===== config.mk =====
export PLATFORM = sky130hd
export DESIGN_NAME = router_reg
export DESIGN_NICKNAME = d
export VERILOG_FILES = /design/src/rtl/router_reg.sv
export SDC_FILE = /design/constraint.sdc
export NUM_CORES = 1
export LEC_CHECK = 0
export ABC_CLOCK_PERIOD_IN_PS = 1200
export BUFFER_PORTS_ARGS = -buffer_cell sky130_fd_sc_hd__buf_2
export CAP_MARGIN = 10
export CORE_ASPECT_RATIO = 0.8
export CORE_UTILIZATION = 50
export DETAILED_ROUTE_END_ITERATION = 6
export HOLD_SLACK_MARGIN = 0.15
export PLACE_DENSITY = 0.74
export SYNTH_ARGS = -nofsm -noshare
export SYNTH_HDL_FRONTEND = slang
export SYNTH_SLANG_ARGS = --single-unit

===== constraint.sdc =====
create_clock -name clock -period 1.2 [get_ports clock]
set_clock_uncertainty 0.05 [all_clocks]
set_input_delay 0 -clock clock [delete_from_list [all_inputs] [get_ports clock]]
set_output_delay 0 -clock clock [all_outputs]
set_load 0.01 [all_outputs]

===== src/rtl/router_reg.sv =====
// Router datapath register stage: header latch, FIFO write data, full-hold byte, parity check.
// Optional payload length check is built when ROUTER_REG_LEN_CHECK_EN is defined.
module router_reg #(
    parameter int DATA_WIDTH = 8
) (
    input  logic                  clock,
    input  logic                  resetn,
    input  logic                  pkt_valid,
    input  logic [DATA_WIDTH-1:0] data_in,
    input  logic                  fifo_full,
    input  logic                  detect_add,
    input  logic                  lfd_state,
    input  logic                  ld_state,
    input  logic                  laf_state,
    input  logic                  full_state,
    input  logic                  rst_int_reg,
    output logic [DATA_WIDTH-1:0] dout,
    output logic                  parity_done,
    output logic                  low_packet_valid,
    output logic                  err,
    output logic                  len_err
);

    localparam int DW = DATA_WIDTH;

    logic [DW-1:0] hdr_q, hdr_d;
    logic [DW-1:0] hold_q, hold_d;
    logic          hold_pl_q, hold_pl_d;
    logic [DW-1:0] int_par_q, int_par_d;
    logic [DW-1:0] pkt_par_q, pkt_par_d;
    logic [DW-1:0] dout_q, dout_d;
    logic          parity_done_q, parity_done_d;
    logic          lpv_q, lpv_d;
    logic          err_q, err_d;

    logic new_pkt;
    logic fold_ld;
    logic fold_laf;

    assign new_pkt  = detect_add & pkt_valid & (data_in[1:0] != 2'b11);
    assign fold_ld  = ld_state & pkt_valid & ~fifo_full;
    assign fold_laf = laf_state & hold_pl_q;

    always_comb begin
        hdr_d         = hdr_q;
        hold_d        = hold_q;
        hold_pl_d     = hold_pl_q;
        int_par_d     = int_par_q;
        pkt_par_d     = pkt_par_q;
        dout_d        = dout_q;
        parity_done_d = parity_done_q;
        lpv_d         = lpv_q;
        err_d         = err_q;

        if (new_pkt) begin
            hdr_d = data_in;
        end

        if (lfd_state) begin
            dout_d = hdr_q;
        end else if (ld_state && !fifo_full) begin
            dout_d = data_in;
        end else if (laf_state) begin
            dout_d = hold_q;
        end

        if (ld_state && fifo_full) begin
            hold_d    = data_in;
            hold_pl_d = pkt_valid;
        end

        // full_state bytes are deliberately not folded; the held byte is counted once, in laf_state
        if (new_pkt) begin
            int_par_d = '0;
        end else if (lfd_state) begin
            int_par_d = hdr_q;
        end else if (fold_ld) begin
            int_par_d = int_par_q ^ data_in;
        end else if (fold_laf) begin
            int_par_d = int_par_q ^ hold_q;
        end

        if (new_pkt) begin
            parity_done_d = 1'b0;
        end else if (ld_state && !pkt_valid && !fifo_full) begin
            pkt_par_d     = data_in;
            parity_done_d = 1'b1;
        end else if (laf_state && !hold_pl_q) begin
            pkt_par_d     = hold_q;
            parity_done_d = 1'b1;
        end

        if (rst_int_reg || detect_add) begin
            lpv_d = 1'b0;
        end else if (ld_state && !pkt_valid) begin
            lpv_d = 1'b1;
        end

        if (new_pkt) begin
            err_d = 1'b0;
        end else if (rst_int_reg) begin
            err_d = (int_par_q != pkt_par_q);
        end
    end

    always_ff @(posedge clock or negedge resetn) begin
        if (!resetn) begin
            hdr_q         <= '0;
            hold_q        <= '0;
            hold_pl_q     <= 1'b0;
            int_par_q     <= '0;
            pkt_par_q     <= '0;
            dout_q        <= '0;
            parity_done_q <= 1'b0;
            lpv_q         <= 1'b0;
            err_q         <= 1'b0;
        end else begin
            hdr_q         <= hdr_d;
            hold_q        <= hold_d;
            hold_pl_q     <= hold_pl_d;
            int_par_q     <= int_par_d;
            pkt_par_q     <= pkt_par_d;
            dout_q        <= dout_d;
            parity_done_q <= parity_done_d;
            lpv_q         <= lpv_d;
            err_q         <= err_d;
        end
    end

`ifdef ROUTER_REG_LEN_CHECK_EN
    logic [DW-2:0] cnt_q, cnt_d;
    logic          len_err_q, len_err_d;

    always_comb begin
        cnt_d     = cnt_q;
        len_err_d = len_err_q;
        if (new_pkt) begin
            cnt_d     = '0;
            len_err_d = 1'b0;
        end else begin
            if ((fold_ld || fold_laf) && (cnt_q != {(DW-1){1'b1}})) begin
                cnt_d = cnt_q + 1'b1;
            end
            if (rst_int_reg) begin
                len_err_d = (cnt_q != {1'b0, hdr_q[DW-1:2]});
            end
        end
    end

    always_ff @(posedge clock or negedge resetn) begin
        if (!resetn) begin
            cnt_q     <= '0;
            len_err_q <= 1'b0;
        end else begin
            cnt_q     <= cnt_d;
            len_err_q <= len_err_d;
        end
    end

    assign len_err = len_err_q;
`else
    assign len_err = 1'b0;
`endif

    assign dout             = dout_q;
    assign parity_done      = parity_done_q;
    assign low_packet_valid = lpv_q;
    assign err              = err_q;

endmodule


* Word-level counts from Yosys, hierarchy flattened
Cells that the tools add are included.
** Operators by class
- Equality and inequality tests :: 2
- Multiplexer cells :: 16
- Bitwise logic cells :: 9
- Reductions and logical operators :: 16
** Operators with widths (number)
- $mux W8 :: 9
- $xor A8 B8 Y8 :: 2
- $ne A8 B8 Y1 :: 1
- $mux W1 :: 7
- $reduce_bool A2 Y1 :: 3
- $reduce_bool A3 Y1 :: 2
- $and A1 B1 Y1 :: 5
- $logic_and A1 B1 Y1 :: 5
- $reduce_bool A4 Y1 :: 1
- $logic_not A1 Y1 :: 3
- $ne A2 B2 Y1 const B :: 1
- $not A1 Y1 :: 2
- $reduce_and A2 Y1 :: 1
- $logic_or A1 B1 Y1 :: 1
** Word-level totals
- Bits in registers :: 44
- Input port bits :: 18
- Output and inout port bits :: 12
- Word-level logic and storage cells :: 52

* Depth between registers and ports, before layout
- Depth after elaboration :: 5
- Gate-level depth with buffers :: 6
- Mapped depth without buffers :: 4

* Worst setup path after synthesis
Ideal clock, no wire load.
- Path kind :: reg-to-reg
- Start :: register hold_pl_q
- End :: register pkt_par_q[7]
- Setup time :: 0.077 ns
- Arrival time :: 1.142 ns
- Required time :: 1.073 ns
- Slack :: -0.070 ns
- Stages on the path, launching flop included :: 6
- Path buffers :: 1
- Clock period less this slack :: 1.270 ns
- Path through :: dfrtp_1 nor2b_1 a2bb2oi_4 buf_6 nor2_1 a21oi_1
** Between the ends
- Longest elaborated chain between the ends :: 4
** RTL lines
- start, declared :: line 28 : logic hold_pl_q, hold_pl_d;
- start signal, assigned :: line 120 : hold_pl_q <= hold_pl_d;
- $logic_not A1 Y1 :: line 88 : end else if (laf_state && !hold_pl_q) begin
- $logic_and A1 B1 Y1 :: line 88
- $reduce_bool A2 Y1 (no line)
- $reduce_and A2 Y1 (no line)
- end signal, assigned :: line 122 : pkt_par_q <= pkt_par_d;
- end, declared :: line 30 : logic [DW-1:0] pkt_par_q, pkt_par_d;
No other way between the ends.
A chain may end at the register's enable or synchronous reset.

* Worst setup path in the final report
- Start :: register hold_pl_q
- End :: register int_par_q[6]
** Between the ends
- Longest elaborated chain between the ends :: 2
** RTL lines
- $and A1 B1 Y1 :: line 42 : assign fold_laf = laf_state & hold_pl_q;
- $reduce_bool A4 Y1 (no line)
- end signal, assigned :: line 121 : int_par_q <= int_par_d;
- end, declared :: line 29 : logic [DW-1:0] int_par_q, int_par_d;
No other way between the ends.

==> metrics.cfg <==
[outcome]
status = complete, but fails checks
violations = setup timing

[sta]
fin_crit_ns = 1.29
max_freq_mhz = 774
rsz0062_at_grt = yes
post-route-period-util = 1.08
hold_viol = 0
slew_headroom = 0.629
tightest_slew_ns = 0.557
setup_viol = 16
fin_hold_ws_ns = 0.102
slew_violations = 0
setup_ws_ns = -0.0921

[route]
drt-vias-per-instance = 5.22
ant_nets = 0
routed-via-count = 1742
first_pass_iters = 4
wl_per_cell_um = 15.2
drt_iter0_markers = 116
finalWirelength_um = 5090
drcViolationCount = 0

[cells_and_area]
n_antenna_cell = 0
final_common_cell = dfrtp_1
nets = 294
syn_to_final_growth_pct = 28.5
final_core_util = 0.678
fin_area_sq_um = 2870
layout-drive-gt1-share = 0.267
final_cell_mix = dfrtp_1 (43), nor2_1 (37), buf_2 (27)

[cts]
clock_latency_ns = 0.29
clock-root-buffer = clkbuf_8
cts_made_buffers = 5
clk_transition_reported_paths_ns = 0.08
cts_sinks = 44
cts-htree-levels = 2
cts_tree = done
cts_buffer_depth = 2

[floorplanning]
start_util = 0.528
core_sq_um = 4230
rows = 21
die-area_sq_um = 4740
fp.dieH_um = 61.8
fp.dieW_um = 76.7
ios = 30

[pwr]
net-switching-power_mw = 1.18
seqPwrFrac = 0.478
power.internal_mw = 2.91
power_frac_comb = 0.251
p_per_area_nw_per_um2 = 1430
switching_share = 0.289
p_total_mw = 4.09
irDropWorstVdd_mv = 0.758
p_leak_nw = 1.36
pwr-share-clk = 0.272

[place]
gp_congestion = 0.819
port_buffers = 27
dp_hpwl_um = 3620
place_area_sq_um = 2580

[yosys]
avgSynthCellArea_sq_um = 10.3
syn_nets = 235
yosys_register_bits = 44
ys_warn_count = 0
ys_types = 31
ys_seq_area_frac = 0.493
synth.cell_area_sq_um = 2230
synthCells = 217

[setup_path]
arrival_ns = 1.43
critPathRequiredTime_ns = 1.34
end_kind = flop
r2r_slack_ns = -0.09
path_max_fanout = 10
critPathLaunchType = flop
rr_worst_depth = 4
worst-setup-path-type = reg2reg

[hold_path]
hold_class = in2async

[global_routing]
grt_pass1_wl_um = 7950
grt_overflow_total = 0
grt_max_degree = 30
antenna_found_initial = 0
grt_pass1_vias = 1605
grt_util_all_layers = 0.226

[run]
maxCapViolations = 0

==> critical path: stages (launching register included) <==
cell and delay [ns]:
dfrtp_2 0.46, and3_1 0.18, mux2i_1 0.18, xnor2_1 0.09, a22o_1 0.23
==> through the flow <==
stage	setup WS (ns)	cells	TNS, ns
3_3_place_gp	-0.0577	309	-0.433
4_1_cts	-0.0982	334	-0.871
3_5_place_dp	-0.101	309	-0.895
5_1_grt	-0.146	334	-1.92
6_report	-0.0921	334	-0.730
2_1_floorplan	-0.0143	217	-0.0312
==> synthesized netlist by cell type <==
cell	number	area, sq um
a31oi_1	1	6.26
buf_2	3	15.0
dfrtp_1	44	1100
buf_4	3	22.5
nand4_1	1	6.26
nand2_1	13	48.8
buf_6	1	11.3
nand2_2	1	6.26
o31a_1	1	8.76
nand2b_1	1	6.26
nor4_1	1	6.26
and2_2	1	7.51
and2_1	1	6.26
nand3b_1	1	7.51
nor2_1	37	139
nor3_1	1	5.00
inv_1	9	33.8
a22o_1	8	70.1
xnor2_1	13	114
o21ai_0	2	10.0
nor3b_4	1	18.8
a21oi_1	24	120
nor2b_1	1	6.26
a2bb2oi_4	1	26.3
clkbuf_1	3	11.3
and3_1	8	50.1
xor2_1	3	26.3
conb_1	1	3.75
a311o_1	8	80.1
mux2i_1	10	100
mux2_2	14	158
==> layer usage <==
| metal | vias to the layer above | GRT usage | wire, um |
|---|---|---|---|
| met3 | 7 | 0.0394 | 183 |
| met5 | - | 0 | 0 |
| met2 | 41 | 0.338 | 2230 |
| met4 | 0 | 0.0714 | 47 |
| met1 | 831 | 0.339 | 2620 |
| li1 | 863 | - | - |
==> timing repair <==
item,in CTS,in global routing
gates resized for setup,2,0
setup buffers,0,0
hold buffers,17,1
setup endpoints to repair,17,20
endpoints found under the hold margin,77,20
pin swaps,1,0
==> flip-flops by register name, summed over array words and instances, names as in the netlist, 8 cells and up <==
signal and flops:
hdr_q 8, int_par_q 8, dout 8, hold_q 8
pkt_par_q 8
==> final cells by class <==
cell class,count,area (sq um)
well taps,57,71.3
flip-flops and latches,44,1100
repair buffers,62,503
inverters,9,33.8
clock buffers,5,68.8
fillers,314,1360
clock inverters,3,42.5
multi-input cells,154,1050
==> power groups by stage <==
stage / registers (mW) / logic (mW) / clock network [mW]
2_1_floorplan: 1.95 / 0.601 / 0
3_3_place_gp: 1.97 / 0.936 / 0
3_5_place_dp: 1.98 / 0.965 / 0
4_1_cts: 1.95 / 1.03 / 1.13
5_1_grt: 1.99 / 1.12 / 1.20
6_report: 1.96 / 1.03 / 1.11
==> cells by family after synthesis <==
kind of cell	count (synthesis)	share of synthesized area
AND/OR/NAND/NOR	68	0.141
AO/OA/AOI/OAI	45	0.144
flip-flops	44	0.493
multiplexers	24	0.115
buffers and inverters	19	0.0420
XOR/XNOR	16	0.0628
other	1	0.00168
==> final timing paths <==
| kind | startpoint | end |
|---|---|---|
| max | hold_pl_q | int_par_q[6] |
| min | resetn | low_packet_valid |
| max reg2reg | hold_pl_q | int_par_q[6] |
| min reg2reg | parity_done | parity_done |
| max in group asynchronous | resetn | hold_pl_q |
| min in group clock | data_in[1] | parity_done |
No activity file was read; power rests on OpenSTA's default activity.
